`config.mk`:
```
export PLATFORM = sky130hd
export DESIGN_NAME = pifo_root_calendar
export DESIGN_NICKNAME = d
export VERILOG_FILES = /design/src/rtl/pifo_root_pkg.sv /design/src/rtl/pifo_calendar_cell.sv /design/src/rtl/pifo_root_calendar.sv
export SDC_FILE = /design/constraint.sdc
export NUM_CORES = 2
export LEC_CHECK = 0
export CAP_MARGIN = 20
export CORE_MARGIN = 4
export CORE_UTILIZATION = 56
export CTS_CLUSTER_DIAMETER = 60
export CTS_CLUSTER_SIZE = 40
export DETAILED_ROUTE_END_ITERATION = 10
export PLACE_DENSITY = 0.75
export RECOVER_POWER = 50
export SETUP_SLACK_MARGIN = 0.1
export SLEW_MARGIN = 5
export SYNTH_ARGS = -nofsm -noshare
export SYNTH_HDL_FRONTEND = slang
export SYNTH_SLANG_ARGS = --single-unit
```
`constraint.sdc`:
```
create_clock -name clk -period 3.7 [get_ports clk]
set_input_delay 0.555 -clock clk [delete_from_list [all_inputs] [get_ports clk]]
set_output_delay 0.555 -clock clk [all_outputs]
set_load 0.01 [all_outputs]
```
`src/rtl/pifo_root_pkg.sv`:
```
// Shared constants, descriptor type and field helpers for the root PIFO calendar.
package pifo_root_pkg;

  localparam int unsigned CALENDAR_DEPTH           = 16;
  localparam int unsigned PIFO_ROOT_WIDTH          = 32;
  localparam int unsigned PIFO_RANK_WIDTH          = 19;
  localparam int unsigned BUFFER_ADDR_WIDTH        = 12;
  localparam int unsigned ROOT_RANK_START_POS      = 12;
  localparam int unsigned ROOT_RANK_END_POS        = 30;
  localparam int unsigned ROOT_PIFO_INFO_VALID_POS = 31;
  // Must be able to represent CALENDAR_DEPTH itself (the full count).
  localparam int unsigned COUNT_WIDTH              = $clog2(CALENDAR_DEPTH + 1);

  typedef logic [PIFO_ROOT_WIDTH-1:0]   pifo_desc_t;
  typedef logic [PIFO_RANK_WIDTH-1:0]   pifo_rank_t;
  typedef logic [BUFFER_ADDR_WIDTH-1:0] pifo_addr_t;

  // Per-cycle array operation broadcast to every cell.
  typedef enum logic [1:0] {
    OpHold,
    OpInsert,
    OpPop,
    OpPopInsert
  } cal_op_e;

  function automatic pifo_rank_t get_rank(input pifo_desc_t d);
    return d[ROOT_RANK_END_POS:ROOT_RANK_START_POS];
  endfunction

  function automatic logic get_valid(input pifo_desc_t d);
    return d[ROOT_PIFO_INFO_VALID_POS];
  endfunction

  function automatic pifo_addr_t get_addr(input pifo_desc_t d);
    return d[BUFFER_ADDR_WIDTH-1:0];
  endfunction

endpackage

```
`src/rtl/pifo_calendar_cell.sv`:
```
// One calendar slot. Decides whether the incoming descriptor lands here and
// picks hold / shift-up / shift-down / load-new for its next value.
module pifo_calendar_cell
  import pifo_root_pkg::*;
#(
  parameter bit IS_HEAD = 1'b0
) (
  input  logic       clk,
  input  logic       rstn,
  input  cal_op_e    op,
  input  pifo_desc_t new_desc,
  input  pifo_desc_t prev_desc,
  input  pifo_desc_t next_desc,
  input  logic       prev_ge,
  input  logic       next_ge,
  output logic       ge,
  output pifo_desc_t slot
);

  pifo_desc_t slot_q, slot_d;
  logic       shifted_prev_ge;

  // New entry sorts before this slot: slot empty or strictly larger rank,
  // so equal ranks keep arrival order.
  assign ge = !get_valid(slot_q) || (get_rank(slot_q) > get_rank(new_desc));

  // After a pop the array shifts up, so this cell's predecessor in the shifted
  // array is the entry currently held here; the head has no predecessor.
  assign shifted_prev_ge = IS_HEAD ? 1'b0 : ge;

  // Next-state selection for this slot.
  always_comb begin
    slot_d = slot_q;
    unique case (op)
      OpInsert: begin
        if (ge && !prev_ge)     slot_d = new_desc;
        else if (ge && prev_ge) slot_d = prev_desc;
      end
      OpPop: slot_d = next_desc;
      OpPopInsert: begin
        if (next_ge && !shifted_prev_ge)     slot_d = new_desc;
        else if (next_ge && shifted_prev_ge) slot_d = slot_q;
        else                                 slot_d = next_desc;
      end
      default: slot_d = slot_q;
    endcase
  end

  // Slot register with synchronous reset.
  always_ff @(posedge clk) begin
    if (!rstn) slot_q <= '0;
    else       slot_q <= slot_d;
  end

  assign slot = slot_q;

endmodule

```
`src/rtl/pifo_root_calendar.sv`:
```
// Root PIFO calendar: rank-sorted descriptor store with bypass and dequeue.
// Optional build macro PIFO_CALENDAR_DROP_STATS_EN enables the drop counter.
module pifo_root_calendar
  import pifo_root_pkg::*;
(
  input  logic                       clk,
  input  logic                       rstn,
  input  logic                       s_axis_valid,
  input  logic [PIFO_ROOT_WIDTH-1:0] s_axis_pifo_info,
  input  logic                       s_axis_bypass_en,
  input  logic                       m_axis_deq_ready,
  output logic                       m_axis_valid,
  output logic [PIFO_ROOT_WIDTH-1:0] m_axis_pifo_info,
  output logic [PIFO_ROOT_WIDTH-1:0] calendar_top,
  output logic [COUNT_WIDTH-1:0]     occupancy,
  output logic                       full,
  output logic                       empty,
  output logic [15:0]                drop_count
);

  pifo_desc_t             slot [CALENDAR_DEPTH];
  logic                   ge   [CALENDAR_DEPTH];
  cal_op_e                op;
  logic                   push_acc;
  logic                   out_fire;
  pifo_desc_t             out_desc;
  logic                   drop_evt;
  logic [COUNT_WIDTH-1:0] occ_q, occ_d;
  logic                   m_valid_q;
  pifo_desc_t             m_info_q;

  assign push_acc = s_axis_valid && get_valid(s_axis_pifo_info);
  assign full     = (occ_q == COUNT_WIDTH'(CALENDAR_DEPTH));
  assign empty    = (occ_q == '0);

  for (genvar i = 0; i < CALENDAR_DEPTH; i++) begin : g_cell
    pifo_desc_t prev_desc, next_desc;
    logic       prev_ge, next_ge;

    if (i == 0) begin : g_head
      assign prev_desc = '0;
      assign prev_ge   = 1'b0;
    end else begin : g_mid
      assign prev_desc = slot[i-1];
      assign prev_ge   = ge[i-1];
    end

    // Beyond the tail behaves as an empty slot.
    if (i == CALENDAR_DEPTH - 1) begin : g_tail
      assign next_desc = '0;
      assign next_ge   = 1'b1;
    end else begin : g_body
      assign next_desc = slot[i+1];
      assign next_ge   = ge[i+1];
    end

    pifo_calendar_cell #(
      .IS_HEAD (i == 0)
    ) u_cell (
      .clk       (clk),
      .rstn      (rstn),
      .op        (op),
      .new_desc  (s_axis_pifo_info),
      .prev_desc (prev_desc),
      .next_desc (next_desc),
      .prev_ge   (prev_ge),
      .next_ge   (next_ge),
      .ge        (ge[i]),
      .slot      (slot[i])
    );
  end

  // Per-cycle decode of push / bypass / dequeue into an array op and output.
  always_comb begin
    op       = OpHold;
    out_fire = 1'b0;
    out_desc = slot[0];
    drop_evt = 1'b0;
    occ_d    = occ_q;
    if (push_acc && m_axis_deq_ready) begin
      out_fire = 1'b1;
      if (s_axis_bypass_en || empty) out_desc = s_axis_pifo_info;
      else                           op       = OpPopInsert;
    end else if (push_acc) begin
      if (!full) begin
        op    = OpInsert;
        occ_d = occ_q + COUNT_WIDTH'(1);
      end else begin
        // Full: a bypass still sorts to the head and evicts the tail;
        // either way one descriptor is lost.
        drop_evt = 1'b1;
        if (s_axis_bypass_en) op = OpInsert;
      end
    end else if (m_axis_deq_ready && !empty) begin
      op       = OpPop;
      out_fire = 1'b1;
      occ_d    = occ_q - COUNT_WIDTH'(1);
    end
  end

  // Occupancy and registered output port.
  always_ff @(posedge clk) begin
    if (!rstn) begin
      occ_q     <= '0;
      m_valid_q <= 1'b0;
      m_info_q  <= '0;
    end else begin
      occ_q     <= occ_d;
      m_valid_q <= out_fire;
      if (out_fire) m_info_q <= out_desc;
    end
  end

`ifdef PIFO_CALENDAR_DROP_STATS_EN
  logic [15:0] drop_q;

  // Saturating drop counter.
  always_ff @(posedge clk) begin
    if (!rstn)                                drop_q <= '0;
    else if (drop_evt && drop_q != 16'hFFFF) drop_q <= drop_q + 16'd1;
  end

  assign drop_count = drop_q;
`else
  logic unused_drop_evt;
  assign unused_drop_evt = drop_evt;
  assign drop_count      = '0;
`endif

  assign m_axis_valid     = m_valid_q;
  assign m_axis_pifo_info = m_info_q;
  assign occupancy        = occ_q;

  // Head view for the bypass checker; valid bit masked when nothing is stored.
  always_comb begin
    calendar_top = slot[0];
    calendar_top[ROOT_PIFO_INFO_VALID_POS] = slot[0][ROOT_PIFO_INFO_VALID_POS] && !empty;
  end

endmodule
```
# Word-level counts from Yosys, hierarchy flattened
# Index checks and enable logic that the tools add are counted.
# classes
div_mod_pow,0
shift,0
n_addsub,2
reduce_logical,90
mux,63
n_mul,0
bitwise,1
eq_ne,8
n_lt_le_gt_ge,16
# ops
operator,n
32-bit case mux with 3 select lines,16
32-bit 2-to-1 mux,35
19-bit greater-than comparator,16
1-bit logical AND,34
1-bit zero test,32
1-bit logical OR,17
5-bit 2-to-1 mux,3
2-bit 2-to-1 mux,4
2-bit AND reduction,3
5-bit by 1-bit adder with 5-bit output (second input constant),1
5-bit == test (second input constant),1
5-bit zero test,1
1-bit 2-to-1 mux,5
5-bit by 1-bit subtractor with 5-bit output (second input constant),1
2-bit == test (second input constant),2
2-bit != test (second input constant),2
3-bit by 1-bit != test with 1-bit output (second input constant),1
3-bit AND reduction,1
3-bit nonzero test,1
2-bit by 1-bit == test with 1-bit output (second input constant),1
2-bit by 1-bit != test with 1-bit output (second input constant),1
2-bit nonzero test,1
1-bit NOT,1
# word_totals
latch_bits,0
memories,0
mem_bits_ro,0
ff_bits,550
ramBits,0

# Longest topological paths before layout
# logic_depth
ltp_word,9
depth_mapped,16
mapped_depth_nobuf,13

# By module
# Synthesis repeated with hierarchy kept, for this count alone.
# unflattened
cells_unflattened,6500
hier_area_um2,54519.8
# modules_own_cells
mod,n_inst,seq_area_each_um2,cells_per_inst,area_each_um2
pifo_calendar_cell (g_cell[10].u_cell ...),9,640.6,440,3623.5
pifo_calendar_cell (g_cell[4].u_cell ...),6,640.6,337,2846.5
pifo_calendar_cell (g_cell[0].u_cell),1,640.6,332,2631.3
pifo_root_calendar,1,760.7,186,2198.4

# Least setup slack after synthesis
# Ideal clock, no wire load.
# synth_path
kind,register -> register
from,"register occ_q[0], in the netlist occupancy[0]"
to,register g_cell[12].u_cell.slot_q[10]
path_stages_with_launch,16
arrival_ps,3686
synth_period_minus_slack_ps,3761
path_slack_ps,-61
required_ps,3626
setup_time_ps,74
path_buffers,4
path_cell_list,dfxtp_1 nor4_1 nor2b_1 o21ai_0 or2_2 clkbuf_1 clkbuf_1 and2_1 ha_1 inv_1 nand2_1 clkbuf_1 nor4_1 clkbuf_1 a22oi_1 a31oi_1
# synth_via
elab_chain_cells,8
# synth_rtl
element,line,rtl
"start, declared",pifo_root_calendar.sv:28,"logic [COUNT_WIDTH-1:0] occ_q, occ_d;"
"start signal, assigned",pifo_root_calendar.sv:104,occ_q <= '0;
"start signal, assigned",pifo_root_calendar.sv:108,occ_q <= occ_d;
5-bit zero test *,pifo_root_calendar.sv:34,assign empty = (occ_q == '0);
net empty,pifo_root_calendar.sv:17,"output logic empty,"
1-bit zero test,pifo_root_calendar.sv:94,end else if (m_axis_deq_ready && !empty) begin
1-bit logical AND,pifo_root_calendar.sv:94,
2-bit 2-to-1 mux,pifo_root_calendar.sv:94,
2-bit 2-to-1 mux,pifo_root_calendar.sv:84,end else if (push_acc) begin
2-bit 2-to-1 mux *,pifo_root_calendar.sv:80,if (push_acc && m_axis_deq_ready) begin
2-bit == test / 2-bit by 1-bit == test with 1-bit output (equally long branches),pifo_calendar_cell.sv:34,unique case (op)
32-bit case mux with 3 select lines / 3-bit nonzero test (equally long branches),-,
"end signal, assigned",pifo_calendar_cell.sv:52,else slot_q <= slot_d;
"end, declared",pifo_calendar_cell.sv:20,"pifo_desc_t slot_q, slot_d;"
# The timed path passes the listed nets; every way through them passes the cells marked *.
# A chain may end at the register's enable or synchronous reset.

# Worst setup path in the final report
# layout_path
from,input s_axis_pifo_info[13]
to,register g_cell[14].u_cell.slot_q[1]
# layout_via
elab_chain_cells,6
# layout_rtl
element,line,rtl
"start, declared",pifo_root_calendar.sv:9,"input logic [PIFO_ROOT_WIDTH-1:0] s_axis_pifo_info,"
19-bit greater-than comparator,pifo_calendar_cell.sv:25,assign ge = !get_valid(slot_q) || (get_rank(slot_q) > get_rank(new_desc));
1-bit logical OR,pifo_calendar_cell.sv:25,
"1-bit logical AND, or another cell as far along",pifo_calendar_cell.sv:42,else if (next_ge && shifted_prev_ge) slot_d = slot_q;
"32-bit 2-to-1 mux, or another cell as far along",-,
"32-bit 2-to-1 mux, on equally long branches",-,
32-bit case mux with 3 select lines *,pifo_calendar_cell.sv:34,
"end signal, assigned",pifo_calendar_cell.sv:52,
"end, declared",pifo_calendar_cell.sv:20,
# Every way passes the cells marked *; elsewhere a longest branch is shown, timed or not.

==> reports/results.md <==
| Group | Quantity | This run |
| --- | --- | --- |
| clock tree | CTS H-Tree Depth | 3 |
| power | Switch Pwr | 25.7 mW |
| power | Switching fraction of total power | 48.4% |
| yosys | Sequential-to-total area share from yosys stat | 24.6% |
| placed design | Global placement routability congestion | 0.986 |
| sta | Min Clock Period, post-route | 3.62 ns |
| setup path | Largest fanout on the critical path | 17 |
| setup path | Worst setup EP type | register |
| detailed routing | Number of nets with antenna violations after routing | 0 |
| sta | Number of max-slew violations in the final report | 0 |
| clock tree | Clock Pin Slew Worst Setup and Hold Paths | 0.08 ns |
| detailed routing | 1st-iter DRT viols | 7501 |
| sta | Unrepaired setup endpoints after global routing | yes |
| layout | Area growth syn-to-layout | 21.2% |
| setup path | Category of the critical setup timing path | in -> reg |
| global routing | Vias in the first global route | 46600 |
| detailed routing | Via/cell ratio | 7.15 |
| sta | Peak clock frequency supported by timing | 276 MHz |
| global routing | GRT met2 Usage | 55.0% |
| global routing | Met3 Use GR | 11.0% |
| layout | Core utilization of the finished layout | 68.6% |
| placed design | Port buffer count | 108 |
| clock tree | Number of clock sinks | 550 |
| flow run | Number of max-cap violations | 0 |
| clock tree | CTS tree | done |
| floorplanning | Number of placement rows | 103 |
| yosys | Unique masters post-synth | 77 |
| yosys | Async SR Flop Fraction | 0% |
| layout | Fraction of final layout cells with drive strength greater than 1 | 20.2% |
| yosys | Adder-Cell Fraction of Synth Area | 8.75% |
| detailed routing | WL final | 182000 um |
| detailed routing | Via count of the routed design | 51000 |
| status | Outcome | complete, no violations |
| min path | Hold/Removal Path Class | in -> reg |
| layout | Final cell area excluding filler cells | 54200 um^2 |
| yosys | Xor and xnor fraction of the mapped netlist area | 0.0980% |
| yosys | Register bit count reported by yosys | 550 |
| setup path | Launching element type of the critical path | input pin |
| global routing | Pin count of the biggest net entering global routing | 131 |
| sta | Tightest Pin Transition | 1.15 ns |
| global routing | Wire length of the first global-routing pass | 275000 um |
| setup path | Arr. time, crit path | 4.15 ns |
| clock tree | Number of buffers created by CTS | 66 |
| setup path | Crit path from | s_axis_pifo_info[13] |
| floorplanning | Die area | 84400 um^2 |
| sta | Fin Setup TNS | 0 ns |
| sta | Final period utilization | 97.9% |
| yosys | Synthesized area per cell | 7.75 um^2 |
| power | Internal Dissipation | 27.4 mW |
| floorplanning | I/O pin total | 125 |
| yosys | Number of synthesized flops with an enable pin | 0 |
| global routing | Global-route layer with the greatest usage | met1 |
| placed design | DP Worst Slack | -0.703 ns |
| clock tree | Clock latency of the later-clocked register in the worst-skew pair | 0.67 ns |
| detailed routing | DRC violation count after routing | 0 |
| clock tree | Number of buffers between clock root and the deepest sink | 3 |
| power | LEAKAGE | 22.8 nW |
| min path | Hold path start | rstn |
| setup path | Launch point of the worst reg-to-reg path | occupancy[0] |
| clock tree | CTS root buffer | clkbuf_16 |
| yosys | Yosys top cell area share | 24.6% |
| power | Clock network power share | 13.9% |
| yosys | Largest cells by area after synthesis | dfxtp_1, ha_1, o21ai_0, a221oi_1, nand2_1 |
| floorplanning | Horizontal die dimension | 290 um |
| global routing | Met1 Resource Use GR | 55.3% |
| global routing | Number of antenna violations at the first check in global routing | 4 |
| setup path | Critical Path RT | 4.23 ns |
| floorplanning | Initial core utilization | 56.6% |
| yosys | Most instantiated cells after synthesis | o21ai_0, nand2_1, dfxtp_1, clkbuf_1, a21oi_1 |
| sta | Clock skew | 0.0437 ns |
| yosys | Number of warnings issued by yosys | 0 |
| placed design | Estimated wirelength of the detail-placed design | 126000 um |
| sta | Final hold slack | 0.376 ns |
| layout | Fillers | 6378 |
| yosys | Multiplexer share of the synthesized area | 8.48% |
| yosys | Most common cell in the netlist | o21ai_0 |
| detailed routing | Routed length per instance | 25.5 um |
| floorplanning | Area of the core | 79000 um^2 |
| yosys | Instance count of the mapped netlist | 5768 |
| layout | Number of nets in the layout | 6369 |
| yosys | Dominant combinational cell family by area after synthesis | compound AO/OA/AOI/OAI gates |
| yosys | Largest area contributor in the netlist | dfxtp_1 |
| sta | Count of endpoints failing setup in the final report | 0 |
| power | Worst ir drop on vdd | 0.463 mV |
| yosys | Synth Area in Compound Gates | 38.0% |
| yosys | Commonest register cell after synthesis | dfxtp_1 |
| detailed routing | Detailed-router iteration count before antenna repair | 8 |
| power | Proportion of power drawn by combinational gates | 62.6% |
| yosys | Netlist area before placement | 44700 um^2 |
| placed design | Instance area at placement | 51200 um^2 |
| power | Total power per unit cell area | 981 nW/um^2 |
| sta | Smallest setup slack after layout | 0.0792 ns |
| power | Flop pwr share | 23.5% |
| sta | Final Hold Fails | 0 |
| sta | Relative slew margins | 23.5% |
| yosys | Fraction of the mapped netlist area in simple logic gates | 13.0% |
| floorplanning | Die extent in y | 290 um |
| global routing | Overall routing resource usage | 40.1% |
| global routing | GR Overflow Total | 0 |
==> cell families after synthesis <==
logic type,count (synthesis)
AO/OA/AOI/OAI,2538
AND/OR/NAND/NOR,1260
buffers and inverters,756
flip-flops,550
multiplexers,346
adder cells (fa/ha/maj),312
XOR/XNOR,5
other,1
==> cells in the final DEF, fill, tap and decap left out, types with 171 or more instances in the layout <==
master    instances
o21ai_0         710
buf_4           596
nand2_1         577
dfxtp_1         550
a21oi_1         366
a31oi_1         305
ha_1            300
a221oi_1        271
nor2_1          224
mux2i_1         171
==> through the flow <==
stage	std cells	total power, mW
floorplan	5783	31.2
finish	7124	53.1
CTS	7097	51.4
global placement	6976	42.8
detailed placement	6976	43.8
global route	7123	56.1
==> power groups by stage <==
stage                     clock network, mW  registers, mW  logic (mW)
after CTS                              7.38           12.2        31.8
final                                  7.39           12.5        33.3
after floorplan                           0           10.8        20.4
after global placement                    0           12.2        30.7
after detailed placement                  0           12.3        31.5
after global routing                   7.60           12.7        35.8
==> per-layer routing <==
| metal | share of wire (%) | wire length [um] |
|---|---|---|
| met1 | 39 | 71000 |
| met2 | 39 | 71300 |
| met3 | 15 | 26500 |
| met4 | 7.0 | 12800 |
| met5 | 0.021 | 39 |
==> worst max-delay path, stage by stage <==
cell and delay, ns:
dlygate4sd3_1 0.61, inv_2 0.08, buf_12 0.15, buf_4 0.18, buf_4 0.18, ha_1 0.30
nand3b_1 0.08, a211oi_1 0.32, a2111oi_2 0.11, buf_4 0.17, o221ai_4 0.27, buf_4 0.30
mux2_2 0.38, a221oi_1 0.34, a21oi_1 0.10
==> state kept, by name, indices dropped and copies added, names as in the netlist <==
name	cells
m_axis_pifo_info	32
m_axis_valid	1
occupancy	5
g_cell.u_cell.slot	512
==> worst paths after layout <==
| check | to | slack [ns] | cells after the start |
|---|---|---|---|
| worst max register to register | g_cell[7].u_cell.slot[7] | 0.24 | 14 |
| worst min-delay path | g_cell[14].u_cell.slot[1] | 0.38 | 3 |
| worst max-delay path | g_cell[14].u_cell.slot[1] | 0.08 | 15 |
| worst min register to register | m_axis_pifo_info[26] | 0.50 | 1 |
==> area by class of cell <==
cell class              instances  area [um^2]  share of cell area (%)
diodes                          1         2.50                 0.00462
repair buffers                829         7760                    14.3
multi-input cells            4477        31200                    57.7
well taps                    1050         1310                    2.43
inverters                      96          419                   0.774
flip-flops and latches        550        11000                    20.3
clock buffers                  69         1680                    3.11
clock inverters                52          728                    1.34
==> what timing repair did <==
| item | in CTS | in global routing |
|---|---|---|
| hold buffers | 0 | 0 |
| endpoints found under the setup margin | 71 | 341 |
| endpoints found under the hold margin | 0 | 0 |
| pin swaps | 0 | 14 |
| resized for setup | 9 | 71 |
| buffers inserted | 0 | 19 |
| cloned | 0 | 7 |
Note: power is estimated with default switching activity, not from simulation.
